## config.mk

```make
export PLATFORM = sky130hd
export DESIGN_NAME = ans_ht_stf_sequencer_flat
export DESIGN_NICKNAME = d
export VERILOG_FILES = /design/src/rtl/ans_ht_stf_sequencer_if.sv /design/src/rtl/ans_ht_stf_sequencer.sv /design/src/flat_wrapper.sv
export SDC_FILE = /design/constraint.sdc
export NUM_CORES = 2
export LEC_CHECK = 0
export ABC_AREA = 0
export BUFFER_PORTS_ARGS = -buffer_cell sky130_fd_sc_hd__buf_2
export CELL_PAD_IN_SITES_DETAIL_PLACEMENT = 2
export CELL_PAD_IN_SITES_GLOBAL_PLACEMENT = 2
export CORE_UTILIZATION = 52
export DETAILED_ROUTE_END_ITERATION = 10
export GPL_TIMING_DRIVEN = 0
export PLACE_DENSITY = 0.83
export SYNTH_ARGS = -nofsm -noshare
export SYNTH_HDL_FRONTEND = slang
export SYNTH_MEMORY_MAX_BITS = 65536
export SYNTH_SLANG_ARGS = --single-unit
```

## constraint.sdc

```tcl
create_clock -name clk -period 12.15 [get_ports clk]
set_clock_uncertainty 0.2 [all_clocks]
set_input_delay 1.8225 -clock clk [delete_from_list [all_inputs] [get_ports clk]]
set_output_delay 1.8225 -clock clk [all_outputs]
set_load 0.02 [all_outputs]
```

## src/rtl/ans_ht_stf_sequencer_if.sv

```systemverilog
// rtl/ans_ht_stf_sequencer_if.sv - valid/ready sample stream between the HT-STF sequencer and the tx sample mux
interface ans_ht_stf_sequencer_if;
   logic [31:0] tdata;
   logic        tvalid;
   logic        tready;
   logic        tlast;

   modport master (output tdata, output tvalid, output tlast, input tready);
   modport slave  (input tdata, input tvalid, input tlast, output tready);
endinterface

```

## src/rtl/ans_ht_stf_sequencer.sv

```systemverilog
// rtl/ans_ht_stf_sequencer.sv - HT-STF generator sequencer, burst capture buffer and gained output stream
// Define ANS_STF_WINDOW_EN to halve samples 0 and STF_LEN-1 (adds one output pipeline stage).
module ans_ht_stf_sequencer #(
   parameter int STF_LEN       = 80,
   parameter int FFT_LEN       = 64,
   parameter int GEN_LATENCY   = 160,
   parameter int START_TIMEOUT = 32,
   parameter int AW            = 7,
   parameter int GAIN_SHIFT    = 0
) (
   input  logic                   clk,
   input  logic                   rstn,
   input  logic                   tx_start,
   input  logic [127:0]           obf_coeff_in,
   output logic [127:0]           gen_obf_coeff,
   output logic                   gen_letsgo,
   output logic                   gen_givemeoutput,
   input  logic [31:0]            stf_sample_in,
   input  logic                   stf_started_in,
   ans_ht_stf_sequencer_if.master m,
   output logic                   busy,
   output logic                   done,
   output logic                   err
);

   localparam int CW = $clog2((GEN_LATENCY > START_TIMEOUT ? GEN_LATENCY : START_TIMEOUT) + 1);
   localparam int IW = $clog2(STF_LEN + 1);
`ifdef ANS_STF_WINDOW_EN
   localparam int MW = 34;
`else
   localparam int MW = 33;
`endif

   generate
      if (STF_LEN > (1 << AW)) begin : g_bad_depth
         $error("ans_ht_stf_sequencer: buffer depth 2**AW is smaller than STF_LEN");
      end
   endgenerate

   typedef enum logic [2:0] {
      S_IDLE, S_KICK, S_WAIT_GEN, S_REQ, S_CAPTURE, S_DRAIN, S_DONE
   } state_t;

   state_t         r_state;
   logic [127:0]   r_obf;
   logic           r_letsgo;
   logic           r_req;
   logic           r_busy;
   logic           r_done;
   logic           r_err;
   logic           r_started_d;
   logic [CW-1:0]  r_cnt;
   logic [IW-1:0]  r_idx;

   logic [MW-1:0]  r_mem [0:(1<<AW)-1];
   logic [AW-1:0]  r_wptr;
   logic [AW-1:0]  r_rptr;
   logic [AW:0]    r_count;

   logic [31:0]    r_tdata;
   logic           r_tvalid;
   logic           r_tlast;

   logic           w_rise;
   logic           w_wr;
   logic           w_last;
   logic           w_pop;
   logic           w_out_ld;
   logic           w_drained;
   logic [MW-1:0]  w_wr_word;
   logic [MW-1:0]  w_rd;
   logic [31:0]    w_gain_in;
   logic           w_gain_last;

   function automatic logic [15:0] f_gain(input logic [15:0] x);
      logic signed [18:0] v;
      v = $signed({{3{x[15]}}, x}) <<< GAIN_SHIFT;
      if (v > 19'sd32767)
         return 16'h7FFF;
      else if (v < -19'sd32768)
         return 16'h8000;
      else
         return v[15:0];
   endfunction

   assign w_rise = stf_started_in & ~r_started_d;
   assign w_last = (r_state == S_CAPTURE) && (r_idx == IW'(STF_LEN - 1));
   // Sample 0 is written in the REQ cycle where started rises, the rest during CAPTURE.
   assign w_wr   = ((r_state == S_REQ) && w_rise) || (r_state == S_CAPTURE);
   assign w_rd   = r_mem[r_rptr];

   always_ff @(posedge clk or negedge rstn) begin
      if (!rstn) begin
         r_state     <= S_IDLE;
         r_obf       <= '0;
         r_letsgo    <= 1'b0;
         r_req       <= 1'b0;
         r_busy      <= 1'b0;
         r_done      <= 1'b0;
         r_err       <= 1'b0;
         r_started_d <= 1'b0;
         r_cnt       <= '0;
         r_idx       <= '0;
      end else begin
         r_letsgo    <= 1'b0;
         r_done      <= 1'b0;
         r_started_d <= stf_started_in;
         case (r_state)
            S_IDLE: begin
               if (tx_start) begin
                  r_obf    <= obf_coeff_in;
                  r_err    <= 1'b0;
                  r_busy   <= 1'b1;
                  r_letsgo <= 1'b1;
                  r_state  <= S_KICK;
               end
            end
            S_KICK: begin
               r_cnt   <= '0;
               r_state <= S_WAIT_GEN;
            end
            S_WAIT_GEN: begin
               if (r_cnt == CW'(GEN_LATENCY - 1)) begin
                  r_cnt   <= '0;
                  r_req   <= 1'b1;
                  r_state <= S_REQ;
               end else begin
                  r_cnt <= r_cnt + 1'b1;
               end
            end
            S_REQ: begin
               if (w_rise) begin
                  r_req   <= 1'b0;
                  r_idx   <= IW'(1);
                  r_state <= S_CAPTURE;
               end else if (r_cnt == CW'(START_TIMEOUT - 1)) begin
                  r_req   <= 1'b0;
                  r_err   <= 1'b1;
                  r_state <= S_DRAIN;
               end else begin
                  r_cnt <= r_cnt + 1'b1;
               end
            end
            S_CAPTURE: begin
               // The generator's started flag must cover exactly the IFFT part of the burst.
               if (stf_started_in != (r_idx < IW'(FFT_LEN)))
                  r_err <= 1'b1;
               if (w_last)
                  r_state <= S_DRAIN;
               else
                  r_idx <= r_idx + 1'b1;
            end
            S_DRAIN: begin
               if (w_drained) begin
                  r_done  <= 1'b1;
                  r_state <= S_DONE;
               end
            end
            S_DONE: begin
               r_busy  <= 1'b0;
               r_state <= S_IDLE;
            end
            default: r_state <= S_IDLE;
         endcase
      end
   end

   always_ff @(posedge clk) begin
      if (w_wr)
         r_mem[r_wptr] <= w_wr_word;
   end

   always_ff @(posedge clk or negedge rstn) begin
      if (!rstn) begin
         r_wptr  <= '0;
         r_rptr  <= '0;
         r_count <= '0;
      end else begin
         if (w_wr)
            r_wptr <= r_wptr + 1'b1;
         if (w_pop)
            r_rptr <= r_rptr + 1'b1;
         r_count <= r_count + {{AW{1'b0}}, w_wr} - {{AW{1'b0}}, w_pop};
      end
   end

`ifdef ANS_STF_WINDOW_EN
   logic        r_s1_valid;
   logic        r_s1_last;
   logic [31:0] r_s1_data;

   assign w_wr_word   = {(r_state == S_REQ), w_last, stf_sample_in};
   assign w_out_ld    = r_s1_valid && (!r_tvalid || m.tready);
   assign w_pop       = (r_count != '0) && (!r_s1_valid || w_out_ld);
   assign w_drained   = (r_count == '0) && !r_s1_valid && (!r_tvalid || m.tready);
   assign w_gain_in   = r_s1_data;
   assign w_gain_last = r_s1_last;

   always_ff @(posedge clk or negedge rstn) begin
      if (!rstn) begin
         r_s1_valid <= 1'b0;
         r_s1_last  <= 1'b0;
         r_s1_data  <= '0;
      end else if (w_pop) begin
         r_s1_valid <= 1'b1;
         r_s1_last  <= w_rd[32];
         r_s1_data  <= (w_rd[33] || w_rd[32]) ?
                       {w_rd[31], w_rd[31:17], w_rd[15], w_rd[15:1]} : w_rd[31:0];
      end else if (w_out_ld) begin
         r_s1_valid <= 1'b0;
      end
   end
`else
   assign w_wr_word   = {w_last, stf_sample_in};
   assign w_out_ld    = (r_count != '0) && (!r_tvalid || m.tready);
   assign w_pop       = w_out_ld;
   assign w_drained   = (r_count == '0) && (!r_tvalid || m.tready);
   assign w_gain_in   = w_rd[31:0];
   assign w_gain_last = w_rd[32];
`endif

   always_ff @(posedge clk or negedge rstn) begin
      if (!rstn) begin
         r_tvalid <= 1'b0;
         r_tdata  <= '0;
         r_tlast  <= 1'b0;
      end else if (w_out_ld) begin
         r_tvalid <= 1'b1;
         r_tdata  <= {f_gain(w_gain_in[31:16]), f_gain(w_gain_in[15:0])};
         r_tlast  <= w_gain_last;
      end else if (m.tready) begin
         r_tvalid <= 1'b0;
      end
   end

   assign gen_obf_coeff    = r_obf;
   assign gen_letsgo       = r_letsgo;
   assign gen_givemeoutput = r_req;
   assign busy             = r_busy;
   assign done             = r_done;
   assign err              = r_err;
   assign m.tdata          = r_tdata;
   assign m.tvalid         = r_tvalid;
   assign m.tlast          = r_tlast;

endmodule
```

## src/flat_wrapper.sv

```systemverilog
// flat-port wrapper written by rule: the top's interface ports become plain ports
module ans_ht_stf_sequencer_flat 
#(
   parameter int STF_LEN       = 80,
   parameter int FFT_LEN       = 64,
   parameter int GEN_LATENCY   = 160,
   parameter int START_TIMEOUT = 32,
   parameter int AW            = 7,
   parameter int GAIN_SHIFT    = 0
)
  (clk, rstn, tx_start, obf_coeff_in, gen_obf_coeff, gen_letsgo, gen_givemeoutput, stf_sample_in, stf_started_in, busy, done, err, m_tdata, m_tvalid, m_tlast, m_tready);
  ans_ht_stf_sequencer_if m_i ();
  input  logic clk;
  input  logic rstn;
  input  logic tx_start;
  input  logic [127:0] obf_coeff_in;
  output logic [127:0] gen_obf_coeff;
  output logic gen_letsgo;
  output logic gen_givemeoutput;
  input  logic [31:0] stf_sample_in;
  input  logic stf_started_in;
  output logic busy;
  output logic done;
  output logic err;
  output wire logic [$bits(m_i.tdata)-1:0] m_tdata;
  output wire logic [$bits(m_i.tvalid)-1:0] m_tvalid;
  output wire logic [$bits(m_i.tlast)-1:0] m_tlast;
  input wire logic [$bits(m_i.tready)-1:0] m_tready;
  assign m_tdata = m_i.tdata;
  assign m_tvalid = m_i.tvalid;
  assign m_tlast = m_i.tlast;
  assign m_i.tready = m_tready;
  ans_ht_stf_sequencer #(.STF_LEN(STF_LEN), .FFT_LEN(FFT_LEN), .GEN_LATENCY(GEN_LATENCY), .START_TIMEOUT(START_TIMEOUT), .AW(AW), .GAIN_SHIFT(GAIN_SHIFT)) u_core (.clk(clk), .rstn(rstn), .tx_start(tx_start), .obf_coeff_in(obf_coeff_in), .gen_obf_coeff(gen_obf_coeff), .gen_letsgo(gen_letsgo), .gen_givemeoutput(gen_givemeoutput), .stf_sample_in(stf_sample_in), .stf_started_in(stf_started_in), .m(m_i), .busy(busy), .done(done), .err(err));
endmodule
```

==> summary.md, run 1 <==
| Metric | Value |
|---|---|
| Initial Util | 52.3% |
| Synthesized cell area | about 170,000 um^2 |
| YS warnings | 0 |
| Avg Inst Size Synth | roughly 19 um^2 |
| Detailed Place HPWL | approximately 550 mm |
| Seq/Total Area, Yosys | between 70% and 80% |
| Die width | 576 um |
| Net count after synthesis | 9,349 |
| Cells after synthesis | roughly 9,000 |
| Die H | roughly 580 um |
| Netlist cell types | 75 |
| Row cnt | between 200 and 250 |
| Err | [ERROR DPL-0033] detailed placement checks failed during check placement. |
| Run status | aborted with a tool error |
| Halt Stage | detailed placement |
| Global placer's final weighted congestion | roughly 0.96 |
| Port Buffers | roughly 330 |
| FFs w/ async S/R, synth | about 4.7% |
| Top-level port count | around 330 |
| Yosys reg bits | roughly 4,400 |
| Post-synth EDFFs | approximately 4,200 |
| Synth Flop Type | edfxtp_1 |
## Yosys cell counts, drive strengths merged, types with 4 or more instances
| library cell | number | area [um^2] |
|---|---|---|
| nor2b | 11 | 68.8 |
| xor2 | 8 | 70.1 |
| a211oi | 5 | 37.5 |
| a21oi | 137 | 686 |
| a22oi | 673 | 5050 |
| clkbuf | 193 | 736 |
| and3 | 5 | 31.3 |
| a221o | 60 | 601 |
| o221ai | 36 | 315 |
| xnor2 | 14 | 123 |
| a22o | 4 | 35.0 |
| nand2b | 17 | 106 |
| edfxtp | 4224 | 127000 |
| a2111oi | 61 | 636 |
| dfrtp | 208 | 5200 |
| nand3 | 19 | 95.1 |
| nand2 | 311 | 1170 |
| ha | 15 | 188 |
| buf | 330 | 2210 |
| and4bb | 4 | 53.8 |
| inv | 21 | 81.3 |
| or3b | 4 | 35.0 |
| nand4 | 128 | 801 |
| nand3b | 7 | 52.6 |
| nor4 | 5 | 31.3 |
| mux2i | 1647 | 16500 |
| mux4 | 90 | 2060 |
| nor3 | 68 | 340 |
| o31ai | 4 | 30.0 |
| o22ai | 127 | 795 |
| mux2 | 435 | 4900 |
| or3 | 6 | 37.5 |
| o21ai | 85 | 429 |
| nor2 | 166 | 626 |
## logic make-up after synthesis
family          Yosys count  synth area share [%]
xor+xnor                 22                 0.112
flops                  4432                  77.1
simple gates            768                  2.11
fa+ha+maj                16                 0.121
mux                    2172                  13.7
buf+inv                 544                  1.77
compound gates         1214                  5.14
## stage by stage
stage	hold slack [ns]	setup TNS (ns)	instances	worst slack, ns	area, um^2
floorplan	0.275	0	9168	5.39	171000
global placement	0.284	-19.82	13800	-0.607	178000
==> inputs of run 2 (changes only) <==
--- a/config.mk
+++ b/config.mk
@@ -7,12 +7,10 @@
 export LEC_CHECK = 0
 export ABC_AREA = 0
 export BUFFER_PORTS_ARGS = -buffer_cell sky130_fd_sc_hd__buf_2
-export CELL_PAD_IN_SITES_DETAIL_PLACEMENT = 2
-export CELL_PAD_IN_SITES_GLOBAL_PLACEMENT = 2
-export CORE_UTILIZATION = 52
+export CORE_UTILIZATION = 40
 export DETAILED_ROUTE_END_ITERATION = 10
 export GPL_TIMING_DRIVEN = 0
-export PLACE_DENSITY = 0.83
+export PLACE_DENSITY_LB_ADDON = 0.15
 export SYNTH_ARGS = -nofsm -noshare
 export SYNTH_HDL_FRONTEND = slang
 export SYNTH_MEMORY_MAX_BITS = 65536
==> summary.md, run 2 <==
| Metric | Value |
|---|---|
| Post-CTS setup buffers | 0 |
| Die width | 656 um (+14%) |
| DR vias/cell | ~5.8 |
| CTS resizes | 0 |
| Pwr/cell area | about 220 nW/um^2 |
| Netlist cell types | 75 (unchanged) |
| Net count after synthesis | 9,349 (unchanged) |
| Yosys top cell by area | edfxtp_1 |
| Clock Tree Buf Depth | 4 |
| Total gr overflow | 0 |
| Worst-path clk slew | roughly 0.06 ns |
| DR WL/cell | about 35 um |
| Dpl cells | 15,400 |
| Vias | roughly 95,000 |
| Final Cycle Share | a little under half |
| CP arrival | 6.27 ns |
| Max reg flops | approximately 4,200 |
| Filler cells | around 35,000 |
| Commonest non-fill, non-tap cell in the layout | edfxtp_1 |
| Worst R2R Path Depth | 12 |
| Total Routing Usage GR | ~26% |
| Simple-gate share of the synthesized area | 2.11% (unchanged) |
| RSZ-0062 raised after global routing | false |
| DRC Markers | 0 |
| Port Buffers | 331 (unchanged) |
| Worst Setup SP | stf_started_in |
| Endpoints failing hold | 0 |
| Max Cap Violations | 3 |
| CTS Buf Count | 459 |
| CTS tree | done |
| Row cnt | 239 (+14%) |
| Worst EP required | 12.65 ns |
| Reg2Reg Capture Point | u_core.r_mem[80][3] |
| Peak VDD IR | between 0.1 and 0.15 mV |
| Slack of the worst reg-to-reg path | around 6.8 ns |
| Final hold slack | between 0.2 and 0.3 ns |
| Combinational Power Share | a little under a third |
| Slew Limit Fails | 31 |
| Switching part of the total power | around a third |
| XOR/XNOR Fraction of Synth Area | 0.112% (unchanged) |
| Synth Flop Type | edfxtp_1 |
| Share of layout cells above drive strength 1 | a little over a fifth |
| Die H | 656 um (+14%) |
| Yosys reg bits | 4,432 (unchanged) |
| CP Capture Type | flip-flop |
| YS warnings | 0 (unchanged) |
| Root buf cell | clkbuf_16 |
| Final wirelength | between 500 and 600 mm |
| Global placer's final weighted congestion | 0.935 (-2.3%) |
| Avg Inst Size Synth | 18.7 um^2 (unchanged) |
| Synthesis-to-finish area growth | 17.8% |
| Violations in the final reports | max-capacitance violations, max-slew violations |
| Min setup slack post-route | ~6.4 ns |
| Top-count cell post-synth | edfxtp_1 |
| Cells after synthesis | 9,168 (unchanged) |
| Kind of critical path | input pin to flip-flop |
| Clock share of power | a little under a third |
| Sequential share of power | between 30% and 40% |
| Clk_lat worst skew | 1.05 ns |
| First-pass GRT wire length | between 700 and 800 mm |
| Design Power | 45.0 mW |
| Dpl ws | between 5 and 6 ns |
| Synthesized cell area | 171,000 um^2 (unchanged) |
| Tmin final | 5.77 ns |
| Post-synth EDFFs | 4,224 (unchanged) |
| Max FO, Critical Path | 10 |
| DRT iter0 DRCs | ~13,000 |
| Slew HR | -1.19% |
| Sw Pwr | around 16 mW |
| Detailed Place HPWL | 397 mm (-27%) |
| Core area | about 420,000 um^2 |
| End point of the critical path | u_core.r_mem[80][3] |
| Clock Sinks | about 4,400 |
| Max Freq | between 150 and 200 MHz |
| Largest family of logic cells by synthesized area | multiplexers |
| Post-route setup TNS | 0 ns |
| Vias in the first global route | about 90,000 |
| Final nets | approximately 10,000 |
| Reg with most FFs | u_core.r_mem |
| Worst-Margin Slew | between 1.5 and 2 ns |
| Post-synthesis compound-gate area fraction | 5.14% (unchanged) |
| Top cells by area, synth | edfxtp_1, mux2i_1, dfrtp_1, a22oi_1, mux2_2 |
| Largest net degree at the start of global routing | 109 |
| Post-Layout Cell Count | roughly 16,000 |
| Initial Util | 40.3% (-12 points) |
| Hold Buf Count CTS | 0 |
| Antenna-violating nets left | 0 |
| Pint | 29.4 mW |
| Tightest Hold Check Type | flip-flop to flip-flop |
| Total Die Area | about 430,000 um^2 |
| H-tree depth | 5 |
| Adder-cell share of the synthesized area | 0.121% (unchanged) |
| Initial antenna violation count | 93 |
| P_leak | 67.7 nW |
| Post-synthesis mux area share | 13.7% (unchanged) |
| Top-level port count | 332 (unchanged) |
| Final Setup Violations | 0 |
| Run status | complete, but fails checks |
| Most frequent cells in the layout | edfxtp_1, mux2i_1, a22oi_1, clkbuf_16, buf_2 |
| Setup crit start kind | input pin |
| Top cell type's share of synthesized area | 74.0% (unchanged) |
| FFs w/ async S/R, synth | 4.69% (unchanged) |
| Commonest cells in the netlist | edfxtp_1, mux2i_1, a22oi_1 |
| Worst R2R Start | u_core.r_state[0] |
| Seq/Total Area, Yosys | 77.1% (unchanged) |
| DRT Pass-1 Iters | 6 |
==> run 2: cell counts after synthesis <==
No cell type changed its count.
==> run 2: critical path, cell delays in order <==
cell,delay [ns]
buf_2,0.11
nand2b_1,0.06
clkbuf_1,0.20
o21ai_2,0.73
buf_2,0.53
nand3_1,0.69
nor4_2,0.87
buf_6,0.24
buf_4,0.19
buf_4,0.20
buf_4,0.20
buf_4,0.18
buf_4,0.18
==> run 2: area by class of cell <==
| class | instances | area (um^2) | area share, % |
|---|---|---|---|
| Timing Repair Buffer | 613 | 7170 | 3.56 |
| Sequential cell | 4432 | 132000 | 65.4 |
| Tap cell | 5663 | 7090 | 3.51 |
| Multi-Input combinational cell | 4192 | 37700 | 18.7 |
| Inverter | 21 | 81.3 | 0.0403 |
| Buffer | 523 | 2960 | 1.47 |
| Antenna cell | 40 | 100 | 0.0496 |
| Clock buffer | 557 | 11900 | 5.92 |
| Clock inverter | 294 | 2750 | 1.36 |
==> run 2: layer usage <==
layer,GRT usage [%],up-vias,wire length [um]
li1,-,39300,-
met1,35.1,49900,231000
met2,41.4,4667,268000
met3,4.65,927,50000
met4,9.73,13,23400
met5,0,-,340
==> run 2: worst min path at each step <==
stage	startpoint	endpoint	slack, ns	cells past startpoint
after floorplan	u_core.r_idx[1]	u_core.r_idx[1]	0.27	2
after global placement	u_core.gen_obf_coeff[2]	u_core.gen_obf_coeff[2]	0.28	1
after detailed placement	u_core.gen_obf_coeff[105]	u_core.gen_obf_coeff[105]	0.29	1
after CTS	u_core.gen_obf_coeff[105]	u_core.gen_obf_coeff[105]	0.30	1
after global routing	u_core.gen_obf_coeff[34]	u_core.gen_obf_coeff[34]	0.31	1
final	u_core.gen_obf_coeff[47]	u_core.gen_obf_coeff[47]	0.30	1
==> run 2: per-stage QoR <==
stage	utilization [%]	area (um^2)
6_report	47.5	202000
4_1_cts	47.5	202000
3_5_place_dp	44.0	187000
5_1_grt	47.5	202000
2_1_floorplan	-	171000
3_3_place_gp	42.4	180000
==> run 2: power groups by stage <==
| stage | logic [mW] | clock network (mW) | registers (mW) |
|---|---|---|---|
| 4_1_cts | 13.6 | 14.0 | 17.4 |
| 3_5_place_dp | 13.6 | 0 | 17.7 |
| 2_1_floorplan | 6.57 | 0 | 18.0 |
| 5_1_grt | 14.1 | 14.6 | 17.4 |
| 6_report | 13.8 | 13.8 | 17.4 |
| 3_3_place_gp | 12.9 | 0 | 17.7 |
==> run 2: cells by family after synthesis <==
group                    Yosys count
flip-flops                      4432
multiplexers                    2172
buffers and inverters            544
XOR/XNOR                          22
adder cells (fa/ha/maj)           16
AND/OR/NAND/NOR                  768
AO/OA/AOI/OAI                   1214
Note: power is estimated with default switching activity, not from simulation.
